## src/rtl/irq17_pkg.sv

```systemverilog
// Shared definitions for the 17-source pending-interrupt encoder.
package irq17_pkg;

    localparam int NUM_SRC = 17;
    localparam int IDX_W   = 5;

    localparam logic [7:0] OVR_MAX = 8'hFF;

    // Offer handshake states: idle, offering one source, one-cycle gap after an ack.
    typedef enum logic [1:0] {
        IDLE = 2'b00,
        REQ  = 2'b01,
        GAP  = 2'b10
    } irq_state_e;

    // Saturating 8-bit increment used by the overrun counter.
    function automatic logic [7:0] sat_inc8(input logic [7:0] value);
        logic [7:0] result;
        if (value == OVR_MAX) begin
            result = value;
        end else begin
            result = value + 8'd1;
        end
        return result;
    endfunction

endpackage

```

## src/rtl/irq_prio_enc17.sv

```systemverilog
// Lowest-index-first priority encoder over a 17-bit request vector.
module irq_prio_enc17
    import irq17_pkg::*;
(
    input  logic [NUM_SRC-1:0] vec,
    output logic               found,
    output logic [IDX_W-1:0]   idx
);

    // Scan from the top down so the lowest set bit is the last one written.
    always_comb begin
        found = 1'b0;
        idx   = {IDX_W{1'b0}};
        for (int i = NUM_SRC - 1; i >= 0; i--) begin
            found = found | vec[i];
            idx   = vec[i] ? IDX_W'(i) : idx;
        end
    end

endmodule

```

## src/rtl/irq_pending_encoder_17.sv

```systemverilog
// Latches 17 request sources into a pending register, offers the lowest
// enabled pending source to the CPU, and clears it on acknowledge.
module irq_pending_encoder_17
    import irq17_pkg::*;
#(
    parameter logic [NUM_SRC-1:0] POLARITY_MASK = 17'h00000,
    parameter logic [NUM_SRC-1:0] EDGE_MASK     = 17'h00000
) (
    input  logic               GlobalClock,
    input  logic               Reset_n,
    input  logic [NUM_SRC-1:0] Src,
    input  logic [NUM_SRC-1:0] Enable_mask,
    output logic               Irq_any,
    output logic               Irq_req,
    output logic [IDX_W-1:0]   Irq_idx,
    input  logic               Irq_ack,
    output logic [NUM_SRC-1:0] Pending,
    output logic [7:0]         Overrun_cnt
);

    logic [NUM_SRC-1:0] s_real_s;
    logic [NUM_SRC-1:0] s_prev_r;
    logic [NUM_SRC-1:0] set_s;
    logic [NUM_SRC-1:0] clr_s;
    logic [NUM_SRC-1:0] pend_r;
    logic [NUM_SRC-1:0] pend_next_s;
    logic [NUM_SRC-1:0] sel_vec_s;
    logic               sel_found_s;
    logic [IDX_W-1:0]   sel_idx_s;
    logic               ovr_hit_s;
    irq_state_e         state_r;
    logic               req_r;
    logic [IDX_W-1:0]   idx_r;
    logic [7:0]         ovr_cnt_r;

    assign s_real_s  = Src ^ POLARITY_MASK;
    assign sel_vec_s = pend_r & Enable_mask;

    irq_prio_enc17 u_prio_enc (
        .vec   (sel_vec_s),
        .found (sel_found_s),
        .idx   (sel_idx_s)
    );

    // Per-bit set condition: rising edge for edge sources, asserted level otherwise.
    always_comb begin
        set_s = (EDGE_MASK & s_real_s & ~s_prev_r) | (~EDGE_MASK & s_real_s);
    end

    // One-hot clear of the offered source when the CPU acknowledges it.
    always_comb begin
        clr_s = {NUM_SRC{1'b0}};
        if ((state_r == REQ) && Irq_ack) begin
            clr_s = {{(NUM_SRC-1){1'b0}}, 1'b1} << idx_r;
        end else begin
            clr_s = {NUM_SRC{1'b0}};
        end
    end

    // Next pending value (set beats clear) and overrun detection on edge sources.
    always_comb begin
        pend_next_s = (pend_r & ~clr_s) | set_s;
        ovr_hit_s   = |(set_s & EDGE_MASK & pend_r & ~clr_s);
    end

    // Input history, pending bits and overrun counter.
    always_ff @(posedge GlobalClock or negedge Reset_n) begin
        if (!Reset_n) begin
            s_prev_r  <= {NUM_SRC{1'b0}};
            pend_r    <= {NUM_SRC{1'b0}};
            ovr_cnt_r <= 8'h00;
        end else begin
            s_prev_r <= s_real_s;
            pend_r   <= pend_next_s;
            if (ovr_hit_s) begin
                ovr_cnt_r <= sat_inc8(ovr_cnt_r);
            end else begin
                ovr_cnt_r <= ovr_cnt_r;
            end
        end
    end

    // Offer handshake: capture the winner in IDLE, hold it through REQ, one idle GAP after ack.
    always_ff @(posedge GlobalClock or negedge Reset_n) begin
        if (!Reset_n) begin
            state_r <= IDLE;
            req_r   <= 1'b0;
            idx_r   <= {IDX_W{1'b0}};
        end else begin
            case (state_r)
                IDLE: begin
                    if (sel_found_s) begin
                        state_r <= REQ;
                        req_r   <= 1'b1;
                        idx_r   <= sel_idx_s;
                    end else begin
                        state_r <= IDLE;
                        req_r   <= 1'b0;
                    end
                end
                REQ: begin
                    if (Irq_ack) begin
                        state_r <= GAP;
                        req_r   <= 1'b0;
                    end else begin
                        state_r <= REQ;
                        req_r   <= 1'b1;
                    end
                end
                GAP: begin
                    state_r <= IDLE;
                    req_r   <= 1'b0;
                end
                default: begin
                    state_r <= IDLE;
                    req_r   <= 1'b0;
                end
            endcase
        end
    end

    assign Irq_any     = sel_found_s;
    assign Irq_req     = req_r;
    assign Irq_idx     = idx_r;
    assign Pending     = pend_r;
    assign Overrun_cnt = ovr_cnt_r;

endmodule
```

## config.mk

```make
export PLATFORM = sky130hd
export DESIGN_NAME = irq_pending_encoder_17
export DESIGN_NICKNAME = d
export VERILOG_FILES = /design/src/rtl/irq17_pkg.sv /design/src/rtl/irq_prio_enc17.sv /design/src/rtl/irq_pending_encoder_17.sv
export SDC_FILE = /design/constraint.sdc
export NUM_CORES = 1
export LEC_CHECK = 0
export CAP_MARGIN = 20
export CELL_PAD_IN_SITES_DETAIL_PLACEMENT = 1
export CELL_PAD_IN_SITES_GLOBAL_PLACEMENT = 2
export CORE_ASPECT_RATIO = 0.9
export CORE_MARGIN = 2
export CORE_UTILIZATION = 24
export CTS_CLUSTER_SIZE = 10
export DETAILED_ROUTE_END_ITERATION = 8
export HOLD_SLACK_MARGIN = 0.06
export PLACE_DENSITY_LB_ADDON = 0.1
export RECOVER_POWER = 50
export SYNTH_ARGS = -nofsm -noshare
export SYNTH_HDL_FRONTEND = slang
export SYNTH_SLANG_ARGS = --single-unit
```

## constraint.sdc

```tcl
create_clock -name GlobalClock -period 3.1 [get_ports GlobalClock]
set_input_delay 0.31 -clock GlobalClock [delete_from_list [all_inputs] [get_ports GlobalClock]]
set_output_delay 0.31 -clock GlobalClock [all_outputs]
set_load 0.005 [all_outputs]
```

Word-level counts from Yosys, hierarchy flattened
Cells that the tools add are included.
{"block": "totals", "wordCells": 53, "output_inout_bits": 32, "input_bits": 37, "register_bits": 25}
{"block": "op_classes", "n_mux": 24, "eq_ne": 1, "bitwise": 20, "reduce_logical": 3, "shifts": 1}
{"op": "2-to-1 mux 5 bit", "count": 17}
{"op": "AND 17 bit", "count": 2}
{"op": "2-to-1 mux 17 bit", "count": 1}
{"op": "NOT 17 bit", "count": 1}
{"op": "bitwise OR 17 bit", "count": 1}
{"op": "<< shifter 1 x 5 -> 17 bit, first input constant", "count": 1}
{"op": "bitwise OR 1 bit", "count": 16}
{"op": "case mux 2 bit (2 select lines)", "count": 1}
{"op": "2-to-1 mux 1 bit", "count": 3}
{"op": "equality test 2 x 1 -> 1 bit, second input constant", "count": 1}
{"op": "zero test 2 bit", "count": 1}
{"op": "2-to-1 mux 2 bit", "count": 1}
{"op": "case mux 1 bit (2 select lines)", "count": 1}
{"op": "AND reduction 2 bit", "count": 1}
{"op": "logical AND 1 bit", "count": 1}

Depth between registers and ports, before layout
Gate-level depths: netlist of the first run.
{"block": "depth", "word_depth": 19, "depth_mapped": 5, "ltp_nobuf": 5}

Cells and area by module
Synthesis of the first run repeated with hierarchy kept, for this count alone.
{"block": "hier_totals", "hier_cells": 149, "area_unflattened_um2": 1370.1}
{"mod": "irq_pending_encoder_17", "seq_area_each_um2": 600.6, "n_inst": 1, "cells_each": 114, "area_each_um2": 1179.9}
{"mod": "irq_prio_enc17", "seq_area_each_um2": 0.0, "n_inst": 1, "cells_each": 35, "area_each_um2": 190.2}

Worst setup path after synthesis of the first run
No wires, ideal clock.
{"block": "synth_path", "path_type": "register to register", "from": "register pend_r[1], in the netlist Pending[1]", "to": "register idx_r[4], in the netlist Irq_idx[4]", "period_less_slack_ps": 1517, "path_slack_ps": 1583, "stages_incl_launch_ff": 6, "t_required_ps": 2974, "arrival_time_ps": 1391, "setup_ps": 126, "cell_sequence": "dfrtp_1 > a22oi_2 > nand4_2 > o31ai_4 > inv_2 > o32a_1"}
{"block": "synth_via", "elab_chain_cells": 4, "elab_cells_between_ends": 6, "cone_classes": "mux (2); bitwise (3); reduce/logical (1)"}
{"item": "start: declaration", "line": "irq_pending_encoder_17.sv:25", "rtl": "logic [NUM_SRC-1:0] pend_r;"}
{"item": "start signal: assignment", "line": "irq_pending_encoder_17.sv:70", "rtl": "pend_r <= {NUM_SRC{1'b0}};"}
{"item": "start signal: assignment", "line": "irq_pending_encoder_17.sv:74", "rtl": "pend_r <= pend_next_s;"}
{"item": "AND 17 bit *", "line": "irq_pending_encoder_17.sv:37", "rtl": "assign sel_vec_s = pend_r & Enable_mask;"}
{"item": "bitwise OR 1 bit (2 in series)", "line": "irq_prio_enc17.sv:15", "rtl": "found = found | vec[i];"}
{"item": "AND reduction 2 bit (no line)"}
{"item": "end signal: assignment", "line": "irq_pending_encoder_17.sv:88", "rtl": "idx_r <= {IDX_W{1'b0}};"}
{"item": "end signal: assignment", "line": "irq_pending_encoder_17.sv:95", "rtl": "idx_r <= sel_idx_s;"}
{"item": "end: declaration", "line": "irq_pending_encoder_17.sv:33", "rtl": "logic [IDX_W-1:0] idx_r;"}
Every way passes the cells marked *; elsewhere a longest branch is shown, timed or not.
A chain may end at the register's enable or synchronous reset.

Worst setup path in the final report of the first run
{"block": "layout_path", "from": "input port Enable_mask[3]", "to": "output port Irq_any"}
{"block": "layout_via", "elab_chain_cells": 5}
{"item": "start: declaration", "line": "irq_pending_encoder_17.sv:12", "rtl": "input logic [NUM_SRC-1:0] Enable_mask,"}
{"item": "AND 17 bit", "line": "irq_pending_encoder_17.sv:37"}
{"item": "bitwise OR 1 bit (4 in series)", "line": "irq_prio_enc17.sv:15"}
{"item": "end: declaration", "line": "irq_pending_encoder_17.sv:13", "rtl": "output logic Irq_any,"}
Every way passes these cells.

==> results of run 1 <==
==> power by group through the flow <==
stage | Combinational [mW] | Clock, mW | Sequential, mW
after floorplan | 0.173 | 0 | 0.395
after global placement | 0.319 | 0 | 0.424
after detailed placement | 0.325 | 0 | 0.429
after CTS | 0.327 | 0.199 | 0.422
after global routing | 0.353 | 0.210 | 0.434
final | 0.318 | 0.189 | 0.421
==> critical path, delay by kind of cell <==
family          cells  cell delay (ns)
buf+inv             2             0.89
simple gates        3             0.49
compound gates      1             0.25
==> synth_stat cells <==
cell type	number
and3_1	1
o31ai_1	2
a31oi_1	2
nand4_2	2
nor2b_1	2
a32oi_1	1
nor3b_1	1
a22oi_2	8
dfrtp_1	24
nand2b_1	2
inv_2	1
conb_1	1
a22o_1	1
o21ai_0	4
and4bb_2	1
and2_1	2
a21boi_0	1
clkbuf_1	2
buf_4	8
o32a_1	1
nor4_1	1
a31o_2	1
nand2_1	31
nand3_1	7
o31ai_4	1
a21o_2	1
a21oi_1	1
nor2_1	6
a222oi_1	2
a21o_1	16
o211ai_1	2
inv_1	3
==> sequential cells by signal, indices dropped and copies added (netlist names) <==
signal   cells
Pending     17
Irq_idx      5
state_r      2
==> cell usage in the layout, fill, tap and decap left out <==
cell             Yosys  routed
a22o_1               1       1
nand2b_1             2       2
o21ai_0              4       4
a21oi_1              1       1
a32oi_1              1       1
and2_1               2       2
o31ai_4              1       1
and4bb_1             0       1
a31oi_1              2       2
clkbuf_1             2       1
a31o_2               1       1
o32a_1               1       1
inv_1                3       3
a22oi_2              8       8
nor2_1               6       6
a21o_1              16      16
o211ai_1             2       2
clkbuf_8             0       3
dlygate4sd3_1        0       8
a222oi_1             2       2
nor2b_1              2       2
nand3_1              7       7
nor3b_1              1       1
inv_2                1       1
and3_1               1       1
conb_1               1       8
nor4_1               1       1
nand4_2              2       2
o31ai_1              2       2
dfrtp_1             24      24
nand2_1             31      31
clkdlybuf4s50_1      0      52
a21boi_0             1       1
a21o_2               1       1
==> layer usage <==
metal / part of all wire (%) / track usage, %
met4: 2.1 / 6.38
met2: 47 / 25.2
met3: 5.4 / 2.76
met1: 46 / 20.3
met5: 0 / 0
==> worst max-delay path by stage <==
stage	from	depth (start not counted)	end	slack [ns]
floorplan	Pending[1]	5	Irq_idx[4]	1.58
global placement	Enable_mask[1]	6	Irq_any	0.88
detailed placement	Enable_mask[3]	6	Irq_any	0.87
CTS	Enable_mask[3]	6	Irq_any	0.86
global route	Enable_mask[3]	6	Irq_any	0.73
finish	Enable_mask[3]	6	Irq_any	0.87
==> metrics by stage <==
step                instance area, um2  power (mW)  std cells  setup WS, ns
floorplan                         1360       0.569        146          1.58
global placement                  1990       0.743        264         0.876
detailed placement                1990       0.753        264         0.865
finish                            2030       0.929        267         0.866
global route                      2030       0.998        267         0.734
CTS                               2030       0.948        267         0.857
==> final cells by class <==
cell class	instances	area (um2)
Sequential cell	24	601
Fill cell	604	3290
Tap cell	67	83.8
Clock buffer	3	41.3
Timing Repair Buffer	61	604
Inverter	4	15.0
Multi-Input combinational cell	108	681
==> cells by family (layout without fill, tap and decap cells) <==
| group | count (synthesis) | count (layout) |
|---|---|---|
| AOI/OAI and AO/OA | 44 | 44 |
| buffers and inverters | 14 | 68 |
| DFF | 24 | 24 |
| other | 1 | 8 |
| and+or+nand+nor | 56 | 56 |
==> results_dict.tcl, run 1 <==
set metrics [dict create \
    outcome "finished clean" \
    io_buffer_count 60 \
    synth_area_um2 1340 \
    holdWs_ns 0.515 \
    cp_slowest_cell "clkdlybuf4s50_1" \
    ir_drop_mv 0.206 \
    p_clk_share_pct 20.4 \
    num_vias 1275 \
    cp-start-kind "input port" \
    final_net_count 239 \
    required_ns 2.79 \
    synth_top_family_by_area "compound AO/OA/AOI/OAI gates" \
    min_from "Pending[16]" \
    synth_warnings 0 \
    synth-compound-area-share_pct 28.5 \
    initial_core_util_pct 25.2 \
    p_per_area_nw_per_um2 459 \
    netlist.area_leader.share_pct 44.9 \
    skew_ns 0.00510 \
    seqPwrFrac_pct 45.4 \
    place_hpwl_mm 3.54 \
    reg2reg_to "Irq_idx[4]" \
    rsz0062_at_grt "no" \
    synthSimpleGateAreaFrac_pct 20.1 \
    cts-buffers-inserted 3 \
    endpoint_kind "primary output" \
    setup_viol 0 \
    area_growth_pct 51.4 \
    clockBufferDepth 2 \
    insertedDiodeCount 0 \
    hold_viol_final 0 \
    htreeDepth 1 \
    period_needed_ns 2.23 \
    rrSetupSlack_ns 1.37 \
    drt_wl_total_mm 4.43 \
    clk_latency_ns 0.27 \
    post_cts.repair.setup_buffers 0 \
    max_freq_ghz 0.448 \
    crit_path_cell_trace "clkdlybuf4s50_1 > a22oi_2 > nand4_2 > nor2_1 > nand2_1 > clkdlybuf4s50_1" \
    synth_fa_ha_area_share_pct 0 \
    grt_pass1_vias 1416 \
    hold_buffers 0 \
    hp-class "flop to flop" \
    r2r-start "Pending[3]" \
    drc 0 \
    rows 25 \
    antenna_found_initial 0 \
    yosys.area.top_type "dfrtp_1" \
    layout-drive-gt1-share_pct 8.50 \
    grt_max_degree 25 \
    p_sw_uw 321 \
    slew_headroom_pct 5.74 \
    leakagePower_nw 0.739 \
    slowest_delay_ns 0.45 \
    holdPathStages 1 \
    die_x_um 82.7 \
    synth_xor_area_share_pct 0 \
    wl_per_cell_um 16.6 \
    grt_overflow 0 \
    avgSynthCellArea_um2 9.62 \
    cts_resized 0 \
    root_buffer "clkbuf_8" \
    fin_util_pct 38.1 \
    drt_iter0_markers 52 \
    grt_pass1_wl_mm 7.01 \
    io_pins 69 \
    drv_cap 0 \
    clkTransAtPathRegs_ns 0.09 \
    critical_path.max_fanout 3 \
    power_frac_comb_pct 34.3 \
    final.setup.tns_ns 0 \
    tritoncts "built" \
    viasPerCell 4.78 \
    seq_area_frac_synth_pct 44.9 \
    crit_type "input port to primary output" \
    drtPass1Iterations 4 \
    routabilityCongestion 0.731 \
    slew_violations 0 \
    cp_data_arrival_time_ns 1.92 \
    cpMostUsedCell "clkdlybuf4s50_1" \
    drt.antenna.violating_nets 0 \
    worst_pin_slew_ns 1.41 \
    ys_types 32 \
    fp.dieH_um 74.8 \
    grt.total_usage_pct 15.4 \
    synth_mux_area_share_pct 0 \
    coreArea_um2 5320 \
    intPower_uw 608 \
    die-area_um2 6190 \
    synth.area.top_cells "dfrtp_1 (45%), a21o_1 (9.0%), nand2_1 (8.7%)" \
    cts_sinks 24 \
    swShare_pct 34.5 \
    min_period_over_period_pct 72.1 \
    syn_inst 139 \
    whs_endpoint "Pending[16]" \
    ys_ff_latch 24 \
    r2r_cells 5 \
]
(Power assumes the default switching activity.)
==> run 2: changes to the inputs <==
Settings changed: CORE_UTILIZATION 24 to 22.
Clock period 3.1 ns to 2.3 ns, I/O delays scaled along.
==> results_dict.tcl, run 2 (same netlist as run 1, synthesis figures left out) <==
set metrics [dict create \
    skew_ns 0.00256 \
    coreArea_um2 5790 \
    cts_resized 0 \
    worst_pin_slew_ns 1.41 \
    clkTransAtPathRegs_ns 0.09 \
    crit_type "flop to primary output" \
    htreeDepth 1 \
    fp.dieH_um 78.0 \
    drv_cap 0 \
    cts_sinks 24 \
    dp_cells 267 \
    rrSetupSlack_ns 0.57 \
    holdPathStages 1 \
    final.setup.tns_ns 0 \
    rsz0062_at_grt "no" \
    leakagePower_nw 0.731 \
    die_x_um 86.2 \
    period_needed_ns 2.12 \
    insertedDiodeCount 0 \
    cts-buffers-inserted 3 \
    fin_cells 270 \
    wl_met3_um 199 \
    grt_pass1_vias 1389 \
    largest_reg_flops 17 \
    met1Wirelength_mm 2.13 \
    min_period_over_period_pct 92.0 \
    post_cts.repair.setup_buffers 0 \
    clockBufferDepth 2 \
    dr_wl_met2_mm 2.07 \
    final_area_um2 2030 \
    fin_util_pct 35.1 \
    p_clk_share_pct 20.1 \
    die-area_um2 6720 \
    hp-class "flop to flop" \
    io_pins 69 \
    antenna_found_initial 0 \
    swShare_pct 34.3 \
    intPower_uw 817 \
    grt_pass1_wl_mm 7.29 \
    rows 26 \
    wl_per_cell_um 16.4 \
    tritoncts "built" \
    highest_layer "met4" \
    area_growth_pct 51.9 \
    reg2reg_to "Irq_idx[4]" \
    grt.total_usage_pct 13.9 \
    mostFrequentLayoutCell "clkdlybuf4s50_1" \
    min_from "Pending[16]" \
    final_net_count 239 \
    max_freq_ghz 0.473 \
    critical_path.max_fanout 4 \
    r2r-start "Pending[3]" \
    outcome "finished clean" \
    io_buffer_count 60 \
    endpoint_kind "primary output" \
    power_frac_comb_pct 33.8 \
    p_sw_uw 426 \
    routabilityCongestion 0.805 \
    drt.antenna.violating_nets 0 \
    seqPwrFrac_pct 46.1 \
    slew_violations 0 \
    viasPerCell 4.71 \
    p_per_area_nw_per_um2 612 \
    drt_wl_total_mm 4.42 \
    drc 0 \
    num_vias 1273 \
    root_buffer "clkbuf_8" \
    final_cell_mix "clkdlybuf4s50_1 (50), nand2_1 (31), dfrtp_1 (24)" \
    drt_iter0_markers 34 \
    hold_viol_final 0 \
    place_hpwl_mm 3.53 \
    place_area_um2 1990 \
    clk_latency_ns 0.26 \
    ir_drop_mv 0.260 \
    cp_data_arrival_time_ns 1.89 \
    r2r_cells 5 \
    grt_overflow 0 \
    required_ns 2.07 \
    layout-drive-gt1-share_pct 9.50 \
    drtPass1Iterations 4 \
    grt_max_degree 25 \
    initial_core_util_pct 23.1 \
    setup_viol 0 \
    hold_buffers 0 \
    whs_endpoint "Pending[16]" \
    slew_headroom_pct 5.75 \
    holdWs_ns 0.525 \
    cp-start-kind "flop" \
]
==> run 2: through the flow <==
step                      worst slack, ns  total power, mW
after floorplan                     0.783            0.767
after global placement              0.238             1.01
after detailed placement            0.170             1.02
after CTS                           0.108             1.28
after global routing               0.0377             1.35
final                               0.184             1.24
==> run 2: worst max-delay path, stage by stage (launching register included) <==
cell and delay (ns):
dfrtp_1 0.44, a22oi_2 0.28, nand4_2 0.20, nor2_2 0.19, nand2_1 0.07, clkdlybuf4s50_1 0.44
==> run 2: cell type report <==
cell class | instances | area [um2]
fill | 671 | 3760
multi-input combinational | 108 | 683
timing repair buffer | 61 | 604
sequential | 24 | 601
tap | 70 | 87.6
clock buffer | 3 | 41.3
inverter | 4 | 15.0
==> run 2: worst max path at each step <==
stage	cells after the start	endpoint	slack, ns	from
final	5	Irq_any	0.18	Pending[3]
after global routing	5	Irq_any	0.04	Pending[3]
after CTS	5	Irq_any	0.11	Pending[3]
after detailed placement	6	Irq_any	0.17	Enable_mask[5]
after global placement	6	Irq_any	0.24	Enable_mask[5]
after floorplan	5	Irq_idx[4]	0.78	Pending[1]
==> run 2: routing by layer <==
layer | up-vias | track usage [%]
met5 | - | 0
met4 | 0 | 3.28
met3 | 2 | 2.34
met2 | 39 | 22.2
met1 | 620 | 19.6
li1 | 612 | -
==> run 2: power by group through the flow <==
| stage | clock, mW | sequential, mW | combinational, mW |
|---|---|---|---|
| after floorplan | 0 | 0.533 | 0.234 |
| after global placement | 0 | 0.580 | 0.432 |
| after detailed placement | 0 | 0.582 | 0.434 |
| after CTS | 0.267 | 0.573 | 0.436 |
| after global routing | 0.288 | 0.586 | 0.472 |
| final | 0.250 | 0.573 | 0.420 |
==> run 3: changes to the inputs <==
Settings changed: ABC_CLOCK_PERIOD_IN_PS set to 2300, SYNTH_HIERARCHICAL set to 1.
==> results_dict.tcl, run 3 <==
set metrics [dict create \
    grt_pass1_wl_mm 7.51 \
    die-area_um2 6880 \
    wl_met3_um 206 \
    cp_data_arrival_time_ns 1.93 \
    ys_ff_latch 24 \
    drv_cap 0 \
    hold_buffers 0 \
    min_period_over_period_pct 93.7 \
    rsz0062_at_grt "no" \
    place_hpwl_mm 3.58 \
    area_growth_pct 63.5 \
    holdWs_ns 0.500 \
    worst_pin_slew_ns 1.42 \
    setup_viol 0 \
    highest_layer "met4" \
    drc 0 \
    power_mw 1.32 \
    required_ns 2.07 \
    slowest_delay_ns 0.39 \
    io_buffer_count 60 \
    tritoncts "built" \
    drt_iter0_markers 37 \
    root_buffer "clkbuf_8" \
    grt_pass1_vias 1506 \
    synth-edff-count 0 \
    cts-buffers-inserted 3 \
    insertedDiodeCount 0 \
    layout-drive-gt1-share_pct 16.4 \
    drt.antenna.violating_nets 0 \
    dr_wl_met2_mm 2.27 \
    crit_type "flop to primary output" \
    avgSynthCellArea_um2 9.20 \
    coreArea_um2 6080 \
    num_vias 1362 \
    synth_area_um2 1370 \
    cp_slowest_cell "dfrtp_1" \
    netlist.area_leader.share_pct 43.8 \
    initial_core_util_pct 22.5 \
    crit_path_cell_trace "and2_1 > nor4_2 > buf_4 > nand2_1 > or3_4 > dlygate4sd2_1" \
    slew_headroom_pct 5.23 \
    synth_warnings 6 \
    viasPerCell 4.48 \
    synth.area.top_cells "dfrtp_1 (44%), and2_1 (8.2%), nand2b_1 (6.4%)" \
    outcome "finished clean" \
    fp.dieH_um 78.9 \
    grt_overflow 0 \
    grt_max_degree 25 \
    ys.flop_type "dfrtp_1" \
    ys_types 31 \
    yosys.area.top_type "dfrtp_1" \
    slew_violations 0 \
    critical_path.max_fanout 2 \
    drtPass1Iterations 4 \
    hold_viol_final 0 \
    mostFrequentLayoutCell "clkdlybuf4s50_1" \
    htreeDepth 1 \
    period_needed_ns 2.16 \
    yosysMostFrequentCell "dfrtp_1" \
    clockBufferDepth 2 \
    syn_inst 149 \
    met1Wirelength_mm 2.18 \
    largest_reg_flops 17 \
    grt.total_usage_pct 14.1 \
    cts_sinks 24 \
    clkTransAtPathRegs_ns 0.09 \
    drt_wl_total_mm 4.69 \
    wl_per_cell_um 15.4 \
    rows 27 \
    leakagePower_nw 0.847 \
    seq_area_frac_synth_pct 43.8 \
    final_net_count 270 \
    routabilityCongestion 0.716 \
    p_per_area_nw_per_um2 587 \
    cp-start-kind "flop" \
    ir_drop_mv 0.193 \
    max_freq_ghz 0.464 \
    final.setup.tns_ns 0 \
    io_pins 69 \
    async_flop_share_pct 100 \
    fin_util_pct 36.8 \
    skew_ns 0.00937 \
    die_x_um 87.2 \
    clk_latency_ns 0.27 \
    ys_top_cells_by_count "dfrtp_1 (24), nor2_1 (20), and2_1 (18), a21oi_1 (14), nand2b_1 (14)" \
    antenna_found_initial 0 \
    endpoint_kind "primary output" \
    hp-class "input port to flop" \
    final_cell_mix "clkdlybuf4s50_1 (54), dfrtp_1 (24), nor2_1 (20), buf_4 (20), and2_1 (15)" \
]
run 3: metal layers:
metal,vias to the layer above,track usage [%]
li1,669,-
met1,649,19.1
met2,40,23.3
met3,4,3.01
met4,0,2.31
met5,-,0
run 3: report_power, final:
group	leakage, nW	internal, mW	switching [mW]
clock network	0.0288	0.153	0.144
registers	0.242	0.468	0.0946
logic	0.577	0.248	0.208
run 3: cells by family after synthesis:
group	Yosys count	share of synthesized area, %
buffers and inverters	14	6.12
AO/OA/AOI/OAI	28	14.1
multiplexers	5	4.11
flip-flops	24	43.8
AND/OR/NAND/NOR	77	31.6
other	1	0.274
run 3: repair_timing:
item / 4_1_cts / 5_1_grt
buffers inserted: 7 / 0
endpoints found under the setup margin: 1 / 1
gates resized for setup: 6 / 1
pin swaps: 3 / 0
run 3: path summary, 6_finish.rpt:
path	start	end	slack, ns	depth (start not counted)
min in group asynchronous	Reset_n	Pending[4]	0.80	2
max	Pending[13]	Irq_any	0.14	6
max reg2reg	Pending[13]	Irq_idx[2]	0.28	8
min	Src[4]	Pending[4]	0.50	2
max in group asynchronous	Reset_n	Pending[0]	0.66	2
min reg2reg	state_r[1]	Irq_req	0.51	1
run 3: layout make-up:
cell class	count	area [um2]
inverters	4	15.0
well taps	72	90.1
repair buffers	82	757
clock buffers	4	55.1
multi-input cells	118	722
fillers	709	3840
flip-flops and latches	24	601
run 3: metrics by stage:
| step | cells | instance area, um2 | setup slack, ns |
|---|---|---|---|
| floorplan | 156 | 1400 | 0.379 |
| global placement | 293 | 2130 | -0.0990 |
| detailed placement | 293 | 2130 | -0.110 |
| CTS | 304 | 2260 | 0.107 |
| global route | 304 | 2240 | 0.00772 |
| finish | 304 | 2240 | 0.144 |
run 3: worst max-delay path, delay by kind of cell (launching register included):
| family | cells | cell delay [ns] |
|---|---|---|
| and+or+nand+nor | 4 | 0.84 |
| buffers and inverters | 2 | 0.42 |
| DFF | 1 | 0.39 |
